### src/rtl/ssd_pkg.sv
// Shared seven-segment constants and the pattern-to-code decoder.
// Latency: combinational helper only, no state.
// Backpressure: none; pure constants and a function.
// Optional hex letters A-F are enabled by defining SSD_READER_HEX_EN.
package ssd_pkg;

    localparam int NUM_DIGITS = 4;

    // Segment order is {A,B,C,D,E,F,G}, A in the MSB.
    localparam logic [6:0] SEG_0 = 7'b1111110;
    localparam logic [6:0] SEG_1 = 7'b0110000;
    localparam logic [6:0] SEG_2 = 7'b1101101;
    localparam logic [6:0] SEG_3 = 7'b1111001;
    localparam logic [6:0] SEG_4 = 7'b0110011;
    localparam logic [6:0] SEG_5 = 7'b1011011;
    localparam logic [6:0] SEG_6 = 7'b1011111;
    localparam logic [6:0] SEG_7 = 7'b1110000;
    localparam logic [6:0] SEG_8 = 7'b1111111;
    localparam logic [6:0] SEG_9 = 7'b1111011;
    localparam logic [6:0] SEG_A = 7'b1110111;
    localparam logic [6:0] SEG_B = 7'b0011111;
    localparam logic [6:0] SEG_C = 7'b1001110;
    localparam logic [6:0] SEG_D = 7'b0111101;
    localparam logic [6:0] SEG_E = 7'b1001111;
    localparam logic [6:0] SEG_F = 7'b1000111;

    localparam logic [6:0] SEG_TBL [16] = '{
        SEG_0, SEG_1, SEG_2, SEG_3, SEG_4, SEG_5, SEG_6, SEG_7,
        SEG_8, SEG_9, SEG_A, SEG_B, SEG_C, SEG_D, SEG_E, SEG_F
    };

`ifdef SSD_READER_HEX_EN
    localparam int NUM_CODES = 16;
`else
    localparam int NUM_CODES = 10;
`endif

    typedef struct packed {
        logic       ok;
        logic [3:0] code;
    } dec_t;

    // Table index is the code; only the first NUM_CODES entries are legal.
    function automatic dec_t ssd_decode(input logic [6:0] pat);
        dec_t d;
        d.ok   = 1'b0;
        d.code = 4'd0;
        for (int k = 0; k < NUM_CODES; k++) begin
            if (pat == SEG_TBL[k]) begin
                d.ok   = 1'b1;
                d.code = 4'(k);
            end
        end
        return d;
    endfunction

endpackage

### src/rtl/ssd_digit_track.sv
// Per-digit debounce/commit tracker: candidate, match run, staleness age, outputs.
// Latency: commit registered on the edge the run reaches STABLE_CNT.
// Backpressure: none; samples are consumed every cycle they are offered.
module ssd_digit_track
    import ssd_pkg::*;
#(
    parameter int STABLE_CNT = 3,
    parameter int TIMEOUT    = 1024
) (
    input  logic       clk,
    input  logic       rst,
    input  logic       i_smp_vld,
    input  logic [6:0] i_smp_dat,
    output logic [3:0] o_code,
    output logic       o_valid,
    output logic       o_err,
    output logic       o_upd
);

    localparam logic [3:0]  LP_STB    = 4'(STABLE_CNT);
    localparam logic [3:0]  LP_STB_M1 = 4'(STABLE_CNT - 1);
    localparam logic [15:0] LP_TO     = 16'(TIMEOUT);
    localparam logic [15:0] LP_TO_M1  = 16'(TIMEOUT - 1);

    logic [6:0]  r_cand;
    logic [3:0]  r_cnt;
    logic [15:0] r_age;
    logic [3:0]  r_code;
    logic        r_valid;
    logic        r_err;
    logic        r_upd;

    logic w_match;
    logic w_commit;
    logic w_blank;
    dec_t w_dec;

    assign w_match  = (i_smp_dat == r_cand);
    // A new candidate commits at once only when a single sample suffices.
    assign w_commit = i_smp_vld && (w_match ? (r_cnt == LP_STB_M1) : (STABLE_CNT == 1));
    assign w_blank  = (i_smp_dat == 7'd0);
    assign w_dec    = ssd_decode(i_smp_dat);

    // Run tracking, staleness ageing and committed output registers.
    always_ff @(posedge clk) begin
        if (rst) begin
            r_cand  <= 7'd0;
            r_cnt   <= 4'd0;
            r_age   <= 16'd0;
            r_code  <= 4'd0;
            r_valid <= 1'b0;
            r_err   <= 1'b0;
            r_upd   <= 1'b0;
        end else begin
            r_upd <= w_commit;
            if (i_smp_vld) begin
                r_age <= 16'd0;
                if (w_match) begin
                    if (r_cnt < LP_STB) r_cnt <= r_cnt + 4'd1;
                end else begin
                    r_cand <= i_smp_dat;
                    r_cnt  <= 4'd1;
                end
            end else if (r_age < LP_TO) begin
                // Age saturates at TIMEOUT so the stale event fires once.
                r_age <= r_age + 16'd1;
                if (r_age == LP_TO_M1) begin
                    r_valid <= 1'b0;
                    r_cnt   <= 4'd0;
                end
            end
            if (w_commit) begin
                if (w_blank) begin
                    r_valid <= 1'b0;
                    r_err   <= 1'b0;
                end else if (w_dec.ok) begin
                    r_code  <= w_dec.code;
                    r_valid <= 1'b1;
                    r_err   <= 1'b0;
                end else begin
                    r_valid <= 1'b0;
                    r_err   <= 1'b1;
                end
            end
        end
    end

    assign o_code  = r_code;
    assign o_valid = r_valid;
    assign o_err   = r_err;
    assign o_upd   = r_upd;

endmodule

### src/rtl/ssd_reader.sv
// Recovers digit codes from a multiplexed 4-digit seven-segment display bus.
// Latency: one input register stage, then STABLE_CNT matching samples to commit.
// Backpressure: none; display is sampled every cycle. Hex letters via SSD_READER_HEX_EN.
module ssd_reader
    import ssd_pkg::*;
#(
    parameter int STABLE_CNT = 3,
    parameter int TIMEOUT    = 1024
) (
    input  logic        clk,
    input  logic        rst,
    input  logic        A,
    input  logic        B,
    input  logic        C,
    input  logic        D,
    input  logic        E,
    input  logic        F,
    input  logic        G,
    input  logic [3:0]  dig_en,
    output logic [15:0] digits,
    output logic [3:0]  digit_valid,
    output logic [3:0]  err,
    output logic [3:0]  upd
);

    logic [6:0] r_seg;
    logic [3:0] r_en;
    logic       w_qual;

    // Input stage: pins are asynchronous to our view of the display scan.
    always_ff @(posedge clk) begin
        if (rst) begin
            r_seg <= 7'd0;
            r_en  <= 4'd0;
        end else begin
            r_seg <= {A, B, C, D, E, F, G};
            r_en  <= dig_en;
        end
    end

    // Ghosting during digit transitions shows up as zero- or multi-hot enables.
    assign w_qual = (r_en != 4'd0) && ((r_en & (r_en - 4'd1)) == 4'd0);

    for (genvar gi = 0; gi < NUM_DIGITS; gi++) begin : g_dig
        ssd_digit_track #(
            .STABLE_CNT (STABLE_CNT),
            .TIMEOUT    (TIMEOUT)
        ) u_trk (
            .clk       (clk),
            .rst       (rst),
            .i_smp_vld (w_qual & r_en[gi]),
            .i_smp_dat (r_seg),
            .o_code    (digits[4*gi +: 4]),
            .o_valid   (digit_valid[gi]),
            .o_err     (err[gi]),
            .o_upd     (upd[gi])
        );
    end

endmodule

### config.mk
export PLATFORM = sky130hd
export DESIGN_NAME = ssd_reader
export DESIGN_NICKNAME = d
export VERILOG_FILES = /design/src/rtl/ssd_pkg.sv /design/src/rtl/ssd_digit_track.sv /design/src/rtl/ssd_reader.sv
export SDC_FILE = /design/constraint.sdc
export NUM_CORES = 1
export LEC_CHECK = 0
export CAP_MARGIN = 5
export CORE_MARGIN = 3
export CORE_UTILIZATION = 30
export CTS_BUF_LIST = sky130_fd_sc_hd__clkbuf_4
export DETAILED_ROUTE_END_ITERATION = 10
export GPL_TIMING_DRIVEN = 0
export PLACE_DENSITY = 0.48
export SLEW_MARGIN = 20
export SYNTH_ARGS = -nofsm -noshare
export SYNTH_HDL_FRONTEND = slang
export SYNTH_SLANG_ARGS = --single-unit
export TNS_END_PERCENT = 20
### constraint.sdc
create_clock -name clk -period 2.2 [get_ports clk]
set_input_delay 0.33 -clock clk [delete_from_list [all_inputs] [get_ports clk]]
set_output_delay 0.33 -clock clk [all_outputs]
set_load 0.01 [all_outputs]
# After elaboration in Yosys (flattened, before gate mapping)
# Index checks and enable logic that the tools add are counted.
# totals
regBits,147
output_inout_bits,28
elab_cells,185
# classes
addsub,9
order_cmp,8
eq_ne,30
muxes,54
n_bitwise,10
n_reduce_logical,44
# ops
operator,n
$mux W4,20
$add A16 B1 Y16 const B,4
$eq A16 B10 Y1 const B,4
$lt A16 B11 Y1 const B,4
$eq A7 B7 Y1 const B,8
$mux W5,10
$reduce_and A3 Y1,12
$reduce_bool A2 Y1,16
$eq A7 B7 Y1,4
$mux W1,24
$add A4 B1 Y4 const B,4
$eq A4 B2 Y1 const B,4
$lt A4 B2 Y1 const B,4
$eq A7 B6 Y1 const B,2
$ne A3 B3 Y1 const B,4
$ne A2 B2 Y1 const B,4
$reduce_and A2 Y1,4
$reduce_or A2 Y1,4
$logic_not A7 Y1,1
$logic_and A1 B1 Y1,5
$not A1 Y1,5
$and A1 B1 Y1,4
$and A4 B4 Y4,1
$logic_not A4 Y1,1
2 further kinds,2

# Depth between registers and ports, before layout
# Gate-level depths: netlist of the first run.
# depth
depth_word,14
depth_mapped,7
depth_no_buf,6

# Modules after synthesis
# From an unflattened synthesis of the first run, not the netlist that was laid out.
# hier_totals
hier_cells,781
area_unflattened_um2,7090.6
# by_module_without_submodules
mod,instances,cells_each,area_each_um2
ssd_digit_track at g_dig[0].u_trk ...,3,188,1679.1
ssd_digit_track at g_dig[3].u_trk,1,190,1724.2
ssd_reader,1,27,329.1

# Least setup slack after synthesis of the first run
# Ideal clock, no wire load.
# synth_timing
path_type,register to register
from,register r_en[0]
to,register g_dig[3].u_trk.r_cnt[1]
arrival_ns,1.781
required_time_ns,2.140
slack_ns,0.359
path_stages_with_launch,6
path_buffers,1
period_less_slack_ns,1.841
path_cell_list,dfxtp_1 or4b_1 buf_2 or3_1 a2111oi_2 a41o_1
# synth_between
elab_chain_cells,7
elab_cells_between_ends,11
# synth_rtl
element,line,text
start: declaration,ssd_reader.sv:27,logic [3:0] r_en;
start signal: assignment,ssd_reader.sv:37,r_en <= dig_en;
$sub A4 B1 Y4,ssd_reader.sv:42,assign w_qual = (r_en != 4'd0) && ((r_en & (r_en - 4'd1)) == 4'd0);
$and A4 B4 Y4,ssd_reader.sv:42,
$logic_not A4 Y1,ssd_reader.sv:42,
$logic_and A1 B1 Y1 (*),ssd_reader.sv:42,
$and A1 B1 Y1 (*),ssd_reader.sv:51,".i_smp_vld (w_qual & r_en[gi]),"
$ne A3 B3 Y1 (no source line) or $reduce_bool A2 Y1 (tied branches),n/a,
$reduce_and A3 Y1 (no source line),n/a,
end signal: assignment,ssd_digit_track.sv:59,if (r_cnt < LP_STB) r_cnt <= r_cnt + 4'd1;
end: declaration,ssd_digit_track.sv:26,logic [3:0] r_cnt;
# Every way passes the cells marked *; elsewhere a longest branch is shown, timed or not.
# A chain may end at the register's enable or synchronous reset.

# Worst setup path after layout of the first run
# layout_timing
from,register r_en[1]
to,register g_dig[0].u_trk.r_age[6]
# layout_between
elab_chain_cells,6
elab_cells_between_ends,7
# layout_rtl
element,line,text
$sub A4 B1 Y4,ssd_reader.sv:42,
$and A4 B4 Y4,ssd_reader.sv:42,
$logic_not A4 Y1,ssd_reader.sv:42,
$logic_and A1 B1 Y1 (*),ssd_reader.sv:42,
$and A1 B1 Y1 (*),ssd_reader.sv:51,
$reduce_or A2 Y1 (no source line) (*),n/a,
end signal: assignment,ssd_digit_track.sv:66,r_age <= r_age + 16'd1;
end: declaration,ssd_digit_track.sv:27,logic [15:0] r_age;
# Marked as above.

==> results of run 1 <==
==> worst max-delay path, cell delays in order (launching register included) <==
cell,delay [ps]
dfxtp_2,380
or4b_2,740
clkbuf_1,280
nand2b_1,130
clkbuf_1,370
nor2_1,100
==> cell families (layout without fill, tap and decap cells) <==
group           Yosys count  count (layout)
flops                   147             147
other cells               0               1
mux                      16              16
buf+inv                  53             129
xor+xnor                 57              57
fa+ha+maj                12              12
simple gates            326             326
compound gates           97              97
==> cell usage after synthesis (15+ instances only) <==
master      n  area, um^2
xor2_1     36         315
nand3_1    27         135
and2_1     27         169
mux2i_1    16         160
nor2_1     56         210
xnor2_1    21         184
dfxtp_1   147        2940
o21ai_0    20         100
nand4_1    15        93.8
clkbuf_1   20        75.1
nand2_1    80         300
a21oi_1    52         260
nand2b_1   22         138
==> worst min-delay path by stage <==
stage	startpoint	endpoint	slack, ps	cells past startpoint
after global placement	g_dig[0].u_trk.r_age[12]	g_dig[0].u_trk.r_age[12]	430	1
after floorplan	g_dig[0].u_trk.r_age[12]	g_dig[0].u_trk.r_age[12]	420	1
after global routing	A	r_seg[6]	290	2
after CTS	A	r_seg[6]	300	2
after detailed placement	g_dig[0].u_trk.r_age[13]	g_dig[0].u_trk.r_age[13]	440	1
final	A	r_seg[6]	350	2
==> sequential cells by signal, indices dropped and copies added, names as in the netlist <==
register and flops:
r_seg 7, g_dig.u_trk.o_code 16, g_dig.u_trk.r_cnt 16, g_dig.u_trk.r_age 64, g_dig.u_trk.r_cand 28, g_dig.u_trk.o_valid 4
g_dig.u_trk.o_upd 4, g_dig.u_trk.o_err 4, r_en 4
==> per-stage QoR <==
stage               instance area, um^2  setup slack (ps)  utilization [%]
detailed placement                 7120              -681             34.6
floorplan                          6380               359                -
global route                       7490             -62.4             36.4
global placement                   7120              -665             34.6
finish                             7490              82.3             36.4
CTS                                7380             -72.0             35.9
==> per-layer routing <==
metal / track usage [%] / up-vias / part of all wire [%]
met5: 0 / - / 0
met4: 3.30 / 0 / 0.96
met3: 3.56 / 10 / 4.1
met2: 21.3 / 78 / 47
met1: 17.8 / 2429 / 48
li1: - / 2554 / -
==> cells in the final DEF (no fill, tap or decap), types with 10 or more instances in the layout <==
master,count
clkbuf_1,18
dfxtp_1,142
nand2b_1,22
nand2_1,80
buf_4,20
xor2_1,36
o21ai_0,19
and2_1,27
nor2_1,56
nand3_1,27
clkbuf_4,21
xnor2_1,21
or3_1,12
inv_1,10
ha_1,12
nor2b_1,13
mux2i_1,16
a21oi_1,52
clkdlybuf4s50_1,40
nand4_1,15
==> layout make-up <==
type                       count  area (um^2)  area share, %
timing repair buffer          45          438           5.85
inverter                      10         37.5          0.501
tap                          270          338           4.51
clock buffer                  18          135           1.81
buffer                        43          238           3.18
sequential                   147         2950           39.4
antenna                        1         2.50         0.0334
multi-input combinational    508         3250           43.4
clock inverter                13         93.8           1.25
==> what timing repair did <==
action                     in CTS  in global routing
hold buffers                    0                  0
gates resized for setup         7                 25
setup buffers                   2                  3
pin swaps                       2                  2
setup endpoints to repair      19                 43
==> report_power, final <==
part | internal (mW) | switching (mW) | leakage, nW
Sequential | 2.71 | 0.0472 | 1.19
Combinational | 0.142 | 0.216 | 1.47
Clock | 0.544 | 0.941 | 0.128
Total | 3.39 | 1.20 | 2.79
==> flow_summary_export.csv, run 1 <==
group,metric,value,unit
routing,vias,5071,
place,gp_congestion,0.754,
finish,n_fill_cell,2157,
synth,synth_nets,733,
setup_path,required,2600,ps
setup_path,r2r_slack,80,ps
synth,avgSynthCellArea,9.01,um^2
timing,drv_slew,0,
global_route,grt_pass1_wl,25300,um
setup_path,arrival,2520,ps
floorplanning,coreArea,20600,um^2
status,status,"completed",
setup_path,crit_path_start_kind,"flop",
routing,avgViaCountPerCell,4.81,
routing,drt_iter0_markers,223,
clock_tree,root_buffer,"clkbuf_4",
synth,yosys_warnings,0,
timing,fin_crit,2120,ps
routing,ant_nets,0,
finish,syn_to_final_growth,17.4,%
global_route,grt_start_max_net_pins,17,
synth,synth_cell_type_count,54,
timing,fmax,472,MHz
place,hpwl,11000,um
clock_tree,htree_num_levels,4,
floorplanning,dieArea,23000,um^2
synth,synth_compound_gate_area_share,8.81,%
timing,skew,18.1,ps
power_and_ir_drop,vdd_drop_max,0.000298,V
power_and_ir_drop,power.total,4.60,mW
routing,dr.pass1.iters,7,
timing,slew_headroom,50.6,%
global_route,antenna_found_initial,1,
synth,syn-cell-area,6380,um^2
timing,setup_violations,0,
setup_path,timing.rr.end,"g_dig[0].u_trk.r_age[6]",
synth,muxShareOfSynthArea,2.51,%
routing,drt_wl_total,15200,um
timing,worstMarginPinSlew,738,ps
finish,stdcell_count,1055,
timing,finalHoldViolations,0,
finish,final_nets,797,
clock_tree,cts_sinks,147,
synth,syn_inst,708,
synth,yosysSeqAreaShare,46.1,%
place,port_buffers,40,
floorplanning,ios,41,
place,dp.cells,1018,
synth,synth-simple-area-share,28.3,%
setup_path,crit_path_end,"g_dig[0].u_trk.r_age[6]",
timing,fin_crit_sh,96.3,%
clock_tree,tritoncts,"built",
setup_path,reg2reg_depth,5,
floorplanning,rows,52,
finish,layout-drive-gt1-share,12.4,%
clock_tree,cts.path.max_buffers,2,
timing,whs,346,ps
clock_tree,clk_latency,530,ps
synth,synthAdderAreaFrac,2.35,%
floorplanning,start_util,31.0,%
clock_tree,path_clk_slew,120,ps
job,max-cap-violations,0,
floorplanning,die_y,152,um
global_route,grt.overflow.total,0,
setup_path,crit_fanout,10,
synth,synth_flop_cell,"dfxtp_1",
global_route,grt_pass1_vias,5005,
setup_path,end_kind,"flop",
synth,synth-async-reset-ratio,0,%
timing,tns,0,ps
hold_path,hold_path_class,"primary input to flop",
global_route,track_usage,13.2,%
synth,ys_ff_latch,147,
routing,drc,0,
setup_path,critPathKind,"flop to flop",
routing,wl_per_cell,14.4,um
power_and_ir_drop,leakagePower,2.79,nW
clock_tree,cts_made_buffers,17,
synth,synth_top_family_by_area,"simple AND/OR/NAND/NOR gates",
floorplanning,die-width,152,um
power_and_ir_drop,p_per_area,614,nW/um^2
timing,rsz0062_at_grt,"true",
synth,synth_enable_flop_cells,0,
setup_path,r2r_start,"r_en[1]",
setup_path,cp-startpoint,"r_en[1]",
synth,synth_xor_area_share,7.83,%
Note: power is estimated with default switching activity, not from simulation.
==> run 2: changes to the inputs <==
--- a/config.mk
+++ b/config.mk
@@ -6,9 +6,9 @@
 export NUM_CORES = 1
 export LEC_CHECK = 0
 export CAP_MARGIN = 5
-export CORE_MARGIN = 3
 export CORE_UTILIZATION = 30
 export CTS_BUF_LIST = sky130_fd_sc_hd__clkbuf_4
+export CTS_CLUSTER_SIZE = 40
 export DETAILED_ROUTE_END_ITERATION = 10
 export GPL_TIMING_DRIVEN = 0
 export PLACE_DENSITY = 0.48
==> flow_summary_export.csv, run 2 (same netlist as run 1, synthesis figures left out) <==
group,metric,value,unit
routing,dr.pass1.iters,5,
global_route,grt_pass1_wl,25000,um
setup_path,reg2reg_depth,8,
timing,fmax,469,MHz
floorplanning,ios,41,
global_route,track_usage,14.5,%
timing,worstMarginPinSlew,719,ps
routing,wl_per_cell,14.3,um
setup_path,crit_path_cell_trace,"buf_2, buf_2, xor2_1, nor4_1, nand4_1, buf_4, a21o_1, mux2i_1",
finish,seqCellArea,2950,um^2
finish,layout-drive-gt1-share,12.0,%
timing,drv_slew,0,
setup_path,end_kind,"flop",
finish,final_util,36.7,%
hold_path,hold_start,"dig_en[2]",
setup_path,critPathTopFamily,"buffers and inverters",
clock_tree,cts.path.max_buffers,2,
finish,final_common_cell,"dfxtp_1",
hold_path,whs_endpoint,"r_en[2]",
timing,fin_crit,2130,ps
hold_path,hold_path_class,"primary input to flop",
timing,fin_crit_sh,96.9,%
global_route,grt_start_max_net_pins,17,
finish,regMostFlops,"g_dig.u_trk.r_age",
place,hpwl,10900,um
setup_path,required,2640,ps
place,gp_congestion,0.782,
clock_tree,clk_latency,560,ps
timing,rsz0062_at_grt,"true",
place,port_buffers,40,
setup_path,crit_fanout,10,
clock_tree,root_buffer,"clkbuf_4",
routing,ant_nets,0,
floorplanning,die_y,148,um
power_and_ir_drop,p_per_area,662,nW/um^2
status,status,"completed",
routing,vias,5060,
global_route,grt_pass1_vias,4986,
setup_path,r2r_start,"r_seg[6]",
floorplanning,start_util,31.0,%
clock_tree,cts_hold_buf,0,
finish,diodes,0,
floorplanning,dieArea,21800,um^2
timing,tns,0,ps
routing,avgViaCountPerCell,4.79,
timing,setup_violations,0,
clock_tree,cts_sinks,147,
finish,reg.largest.list,"g_dig.u_trk.r_age x64, g_dig.u_trk.r_cand x28",
clock_tree,tritoncts,"built",
hold_path,holdPathStages,2,
clock_tree,cts_made_buffers,17,
setup_path,cpMostUsedCell,"buf_2",
setup_path,critPathKind,"flop to flop",
job,max-cap-violations,0,
finish,stdcell_count,1056,
routing,drt_iter0_markers,322,
timing,skew,20.2,ps
setup_path,crit_path_start_kind,"flop",
setup_path,worst_path_max_delay_cell,"nor4_1",
floorplanning,coreArea,20600,um^2
setup_path,timing.rr.end,"g_dig[1].u_trk.o_code[1]",
power_and_ir_drop,leakagePower,2.83,nW
finish,n_fill_cell,2127,
power_and_ir_drop,power.total,4.99,mW
timing,whs,320,ps
global_route,grt.overflow.total,0,
timing,finalHoldViolations,0,
setup_path,arrival,2570,ps
setup_path,r2r_slack,70,ps
routing,drt_wl_total,15100,um
setup_path,cp_slowest_stage_delay,420,ps
finish,multiInputGateArea,3230,um^2
power_and_ir_drop,vdd_drop_max,0.000331,V
finish,syn_to_final_growth,18.2,%
clock_tree,htree_num_levels,4,
finish,final_nets,798,
floorplanning,die-width,148,um
global_route,antenna_found_initial,0,
routing,drc,0,
setup_path,critPathBufInv,3,
finish,largest_register_ffs,64,
floorplanning,rows,52,
finish,most-common-layout-cells,"dfxtp_1 (142), nand2_1 (80), nor2_1 (56), a21oi_1 (52), clkdlybuf4s50_1 (40)",
place,dp.cells,1018,
timing,slew_headroom,51.9,%
clock_tree,path_clk_slew,140,ps
[run 2: through the flow]
stage | instance area (um^2) | worst slack, ps
6_report | 7540 | 67.6
5_1_grt | 7540 | -42.2
4_1_cts | 7470 | -16.3
3_5_place_dp | 7120 | -545
3_3_place_gp | 7120 | -551
2_1_floorplan | 6380 | 359
[run 2: timing repair]
item / 4_1_cts / 5_1_grt
pin swaps: 3 / 3
cloned: 0 / 0
setup buffers: 3 / 3
endpoints found under the setup margin: 29 / 39
gates resized for setup: 7 / 14
[run 2: layout make-up]
type | count | area share, %
Inverter | 10 | 0.498
Buffer | 43 | 3.09
Multi-Input combinational cell | 508 | 42.8
Clock inverter | 14 | 2.32
Clock buffer | 18 | 1.79
Timing Repair Buffer | 46 | 5.91
Sequential cell | 147 | 39.1
Tap cell | 270 | 4.48
[run 2: metal layers]
metal / share of wire [%] / up-vias / track usage [%] / wire [um]
met5: 0 / - / 0 / 0
met4: 1.3 / 0 / 4.43 / 190
met3: 3.9 / 14 / 3.70 / 591
met2: 47 / 86 / 23.4 / 7130
met1: 47 / 2404 / 18.8 / 7150
li1: - / 2556 / - / -
[run 2: worst max path at each step]
stage | startpoint | to | slack, ps | depth (start not counted)
finish | r_seg[6] | g_dig[1].u_trk.o_code[1] | 70 | 8
global route | r_en[1] | g_dig[1].u_trk.o_code[1] | -40 | 5
CTS | r_en[1] | g_dig[3].u_trk.o_code[1] | -20 | 6
detailed placement | rst | g_dig[1].u_trk.o_upd | -540 | 5
global placement | rst | g_dig[1].u_trk.o_upd | -550 | 5
floorplan | r_en[0] | g_dig[3].u_trk.r_cnt[1] | 360 | 5
[run 2: where the power goes]
group / internal (mW) / leakage, nW / total [mW] / switching, mW
clock: 0.813 / 0.160 / 1.87 / 1.06
sequential: 2.71 / 1.19 / 2.76 / 0.0487
combinational: 0.144 / 1.48 / 0.360 / 0.216
==> run 3: changes to the inputs <==
--- a/config.mk
+++ b/config.mk
@@ -8,12 +8,15 @@
 export CAP_MARGIN = 5
 export CORE_UTILIZATION = 30
 export CTS_BUF_LIST = sky130_fd_sc_hd__clkbuf_4
+export CTS_CLUSTER_DIAMETER = 150
 export CTS_CLUSTER_SIZE = 40
 export DETAILED_ROUTE_END_ITERATION = 10
+export GPL_ROUTABILITY_DRIVEN = 0
 export GPL_TIMING_DRIVEN = 0
 export PLACE_DENSITY = 0.48
 export SLEW_MARGIN = 20
 export SYNTH_ARGS = -nofsm -noshare
 export SYNTH_HDL_FRONTEND = slang
+export SYNTH_HIERARCHICAL = 1
 export SYNTH_SLANG_ARGS = --single-unit
 export TNS_END_PERCENT = 20
==> flow_summary_export.csv, run 3 <==
group,metric,value,unit
global_route,grt.overflow.total,0,
place,hpwl,10700,um
routing,wl_per_cell,13.0,um
finish,final_nets,886,
global_route,track_usage,13.3,%
global_route,grt_pass1_wl,25800,um
synth,netlist.area_leader.share,41.5,%
finish,syn_to_final_growth,21.1,%
timing,fin_crit_sh,100,%
floorplanning,ios,41,
finish,layout-drive-gt1-share,16.8,%
setup_path,required,2650,ps
floorplanning,start_util,30.9,%
routing,avgViaCountPerCell,4.69,
routing,drt_iter0_markers,190,
finish,reg.largest.list,"g_dig.u_trk/r_age x64, g_dig.u_trk/r_cand x28",
status,status,"finished with violations",
floorplanning,dieArea,24300,um^2
global_route,grt_pass1_vias,5202,
synth,synth_area_leader_cell,"dfxtp_1",
routing,dr.pass1.iters,6,
floorplanning,rows,55,
synth,syn-cell-area,7090,um^2
clock_tree,tritoncts,"built",
routing,drt_wl_total,15400,um
setup_path,reg2reg_depth,6,
timing,fin_crit,2210,ps
synth,synthTopCellsByCount,"dfxtp_1 (147), nor2_1 (98), nand2_1 (43)",
synth,synth_flop_cell,"dfxtp_1",
synth,ys_ff_latch,147,
clock_tree,clk_latency,550,ps
power_and_ir_drop,vdd_drop_max,0.000255,V
timing,slew_headroom,50.7,%
synth,synth_enable_flop_cells,0,
synth,synthTopCellsByArea,"dfxtp_1 (42%), nor2_1 (5.2%), mux2i_1 (4.7%), xnor2_1 (4.3%), xor2_1 (3.1%)",
finish,final_common_cell,"dfxtp_1",
clock_tree,cts_sinks,147,
setup_path,critPathKind,"flop to flop",
timing,worst_slack,-6.72,ps
clock_tree,cts_hold_buf,0,
synth,synth-async-reset-ratio,0,%
synth,synth_cell_type_count,61,
setup_path,arrival,2650,ps
timing,skew,21.8,ps
timing,fmax,453,MHz
timing,setup_violations,3,
floorplanning,die-width,156,um
place,port_buffers,40,
finish,regMostFlops,"g_dig.u_trk/r_age",
timing,worstMarginPinSlew,738,ps
finish,largest_register_ffs,64,
hold_path,hold_path_class,"primary input to flop",
timing,whs,322,ps
clock_tree,root_buffer,"clkbuf_4",
finish,most-common-layout-cells,"dfxtp_1 (136), nor2_1 (98), nand2_1 (43), a21oi_1 (39), clkdlybuf4s50_1 (39)",
status,violations,"setup timing",
setup_path,end_kind,"flop",
power_and_ir_drop,leakagePower,3.06,nW
synth,avgSynthCellArea,9.08,um^2
clock_tree,cts_made_buffers,17,
timing,rsz0062_at_grt,"true",
synth,yosysMostFrequentCell,"dfxtp_1",
floorplanning,die_y,156,um
synth,synth_nets,806,
global_route,grt_start_max_net_pins,17,
hold_path,holdPathStages,2,
synth,yosys_warnings,6,
finish,stdcell_count,1188,
timing,drv_slew,0,
synth,syn_inst,781,
setup_path,crit_path_start_kind,"flop",
power_and_ir_drop,power.total,4.92,mW
power_and_ir_drop,p_per_area,574,nW/um^2
clock_tree,cts.path.max_buffers,2,
routing,ant_nets,0,
routing,vias,5571,
global_route,antenna_found_initial,1,
clock_tree,htree_num_levels,4,
floorplanning,coreArea,22900,um^2
place,dp.cells,1134,
routing,drc,0,
timing,tns,-12.4,ps
synth,yosysSeqAreaShare,41.5,%
clock_tree,path_clk_slew,130,ps
place,post-place-ws,-719,ps
timing,finalHoldViolations,0,
job,max-cap-violations,0,
setup_path,crit_fanout,5,
[run 3: cell types whose count changed after synthesis, sizes merged, moves of 8 or more]
cell | previous run | this run
inv | 10 | 18
nor2b | 13 | 21
nand2b | 22 | 4
mux2i | 16 | 33
nand2 | 80 | 43
nor2 | 57 | 98
a21oi | 53 | 40
mux2 | 0 | 9
xor2 | 36 | 25
xnor2 | 21 | 36
[run 3: timing repair]
item / in CTS / in global routing
setup endpoints to repair: 40 / 32
pin swaps: 11 / 11
buffers inserted: 10 / 12
hold endpoints to repair: 0 / 0
resized for setup: 38 / 28
[run 3: routing by layer]
layer	share of wire, %	global-route usage, %	vias up
li1	-	-	2889
met1	51	17.7	2610
met2	45	21.2	59
met3	2.3	3.11	13
met4	1.1	4.34	0
met5	0	0	-
[run 3: cell type report]
cell class	instances	area [um^2]
clock buffers	18	135
inverters	18	67.6
flip-flops and latches	147	2970
plain buffers	48	403
repair buffers	62	568
multi-input cells	567	3920
clock inverters	14	130
fillers	2382	14300
diodes	1	2.50
well taps	313	392
[run 3: logic make-up after synthesis]
kind of cell,synth area share (%)
compound gates,9.30
xor+xnor,7.64
fa+ha+maj,2.12
buf+inv,5.84
flops,41.5
mux,6.56
simple gates,27.0
[run 3: final timing paths]
path	start	endpoint	slack (ps)
worst max-delay path	r_seg[2]	g_dig[2].u_trk/o_code[0]	-7
worst min-delay path	dig_en[3]	r_en[3]	320
worst max register to register	r_seg[2]	g_dig[2].u_trk/o_code[0]	-7
worst min register to register	g_dig[3].u_trk/r_age[10]	g_dig[3].u_trk/r_age[10]	460
[run 3: critical path: stages (launching register included)]
cell     delay, ps
dfxtp_4        390
buf_8          120
or4_4          570
o21ai_4        190
a32oi_2        150
a211o_4        400
mux2_4         300
[run 3: per-stage QoR]
stage                     cell area (um^2)  util [%]
after floorplan                       7100         -
after global placement                7890      34.4
after detailed placement              7890      34.4
after CTS                             8370      36.5
after global routing                  8580      37.5
final                                 8580      37.5
[run 3: report_power, final]
part	switching, mW	leakage (nW)	total (mW)	internal [mW]
clock	1.05	0.135	1.63	0.585
combinational	0.289	1.73	0.533	0.243
sequential	0.0521	1.20	2.76	2.71
total	1.39	3.06	4.92	3.54
==> variant: new RTL, flow settings as in run 1 <==
The option `SSD_READER_HEX_EN` is turned on by a define.
--- a/src/rtl/ssd_pkg.sv
+++ b/src/rtl/ssd_pkg.sv
@@ -2,6 +2,8 @@
 // Latency: combinational helper only, no state.
 // Backpressure: none; pure constants and a function.
 // Optional hex letters A-F are enabled by defining SSD_READER_HEX_EN.
+`define SSD_READER_HEX_EN
+
 package ssd_pkg;
 
     localparam int NUM_DIGITS = 4;
Formal check against the unedited RTL: not equivalent (a bounded check fails within 10 cycles, from zero or initial values and one cycle with rst high).
==> variant against run 1 <==
Setup slack lost 0.0035 ns; sequential cell count unchanged; wire length increased by 0.83%; design area is 1.4% higher; area after synthesis increased by 0.49%; first-iteration DRC count decreased by 13%; power is 0.49% higher; count of clock-buffer cells in the layout down 1; largest cell class unchanged.
==> variant: results (changes against run 1) <==
| Metric | Value |
|---|---|
| Worst Setup SP | r_en[0] |
| Port Buffers | 40 (unchanged) |
| Root buf cell | clkbuf_4 |
| H-tree depth | 4 (unchanged) |
| Vias | 5052 (-0.37%) |
| GPL Wtd Cong | 0.798 (+5.9%) |
| Clock Path Buffers | 2 (unchanged) |
| Largest fanout on the critical path | 8 (-2) |
| Final hold slack | 0.324 ns (-0.0221 ns) |
| Clk_skew | 0.0184 ns (+0.000203 ns) |
| DP Area | 7150 µm² (+0.53%) |
| Hold Path Stages | 2 (unchanged) |
| Largest regs | g_dig.u_trk.r_age (64), g_dig.u_trk.r_cand (28) |
| Met3 Routed Length | 552 µm (-11%) |
| Warnings from Yosys | 0 (unchanged) |
| Top Layer Used | met4 |
| Vias in the first global route | 4711 (-5.9%) |
| R2R Path End | g_dig[3].u_trk.r_cnt[0] |
| Initial antenna violation count | 1 (unchanged) |
| Synth async-reset ratio | 0% (unchanged) |
| Outcome | complete, no violations |
| Worst-Margin Slew | 0.784 ns (+0.0458 ns) |
| Remaining global-route overflow | 0 (unchanged) |
| Largest net degree at the start of global routing | 17 (unchanged) |
| Cts bufs inserted | 17 (unchanged) |
| VDD IR max | 227 µV (-24%) |
| Synth Net Count | 758 (+3.4%) |
| Routed wire length per instance | 14.3 µm (-1.2%) |
| CP max-delay cell | or4b_1 |
| Register area share after synthesis | 45.9% (-0.23 points) |
| DP Cell Count | 1043 (+2.5%) |
| Synth cell count leaders | 147 x dfxtp_1, 94 x nand2_1, 59 x a21oi_1, 56 x nor2_1, 43 x xor2_1 |
| Pre-CTS setup slack | -0.696 ns (-0.0150 ns) |
| Metal1 wirelength | 8260 µm (+13%) |
| R2R setup slack | 0.08 ns |
| Hold Crit Class | primary input to flip-flop |
| DRT iter0 DRCs | 195 (-13%) |
| Setup CP Type | flip-flop to flip-flop |
| Unique masters post-synth | 59 (+9.3%) |
| First-pass GRT wire length | 25200 µm (-0.38%) |
| DRT Wirelength | 15400 µm (+0.83%) |
| Worst reg2reg path depth | 7 (+2) |
| Share of cells above drive strength 1 | 11.8% (-0.57 points) |
| Metal2 WL | 6410 µm (-10%) |
| Final HPWL DP | 10700 µm (-2.5%) |
| DRT Pass-1 Iters | 4 (-3) |
| Clock slew at reported path FFs | 0.11 ns |
| Skew-Pair Late Insertion Delay | 0.55 ns (+0.02 ns) |
| Crit path DAT | 2.57 ns (+0.05 ns) |
| P_leak | 2.84 nW (+1.8%) |
| Largest cells by area after synthesis | dfxtp_1 46%, xor2_1 5.9%, nand2_1 5.5%, a21oi_1 4.6%, nor2_1 3.3% |
| Worst hold start | G |
| Worst path max stage delay | 0.56 ns (-0.18 ns) |
| Mapped Avg Cell Area | 8.74 µm² (-2.9%) |
| Fin nets | 820 (+2.9%) |
| Sw Ratio | 26.9% (+0.67 points) |
| Total GRT Usage | 13.3% (+0.064 points) |
| Tcrit/Tclk final | 96.4% (+0.16 points) |
-- variant: cell type report --
class	instances	area (µm²)
Antenna cell	2	5.00
Buffer	49	305
Clock buffer	17	128
Clock inverter	12	95.1
Fill cell	2119	13000
Inverter	23	86.3
Multi-Input combinational cell	511	3230
Sequential cell	147	2950
Tap cell	270	338
Timing Repair Buffer	46	445
-- variant: worst min-delay path by stage --
stage,endpoint
3_5_place_dp,g_dig[0].u_trk.r_age[11]
2_1_floorplan,g_dig[1].u_trk.r_age[10]
6_report,r_seg[0]
4_1_cts,r_seg[2]
3_3_place_gp,g_dig[1].u_trk.r_age[10]
5_1_grt,r_en[3]
-- variant: kinds of logic after synthesis --
family | count (synthesis) | share of synthesized area [%]
and+or+nand+nor | 321 | 26.6
buffers and inverters | 75 | 5.53
muxes | 3 | 0.469
AOI/OAI and AO/OA | 119 | 11.5
DFF | 147 | 45.9
xor gates and xnor gates | 56 | 7.65
adders and majority gates | 12 | 2.34
-- variant: power by group through the flow --
stage          combinational (W)  sequential (W)  clock [W]
2_1_floorplan           0.000259         0.00280          0
3_5_place_dp            0.000378         0.00281          0
3_3_place_gp            0.000378         0.00280          0
6_report                0.000392         0.00275    0.00148
4_1_cts                 0.000391         0.00275    0.00156
5_1_grt                 0.000440         0.00276    0.00167
-- variant: critical path, delay by kind of cell, from the launching register on --
family / cells / cell delay [ns]
flops: 1 / 0.33
buf+inv: 2 / 0.34
simple gates: 3 / 0.99
compound gates: 2 / 0.37
-- variant: per-layer routing --
layer  up-vias  GRT usage (%)
li1       2655              -
met1      2318           19.6
met2        71           19.4
met3         8           3.27
met4         0           3.60
met5         -              0
-- variant: repair_timing --
item,CTS,global route
setup endpoints to repair,57,40
pin swaps,4,4
endpoints found under the hold margin,0,0
setup buffers,6,0
gates resized for setup,27,20
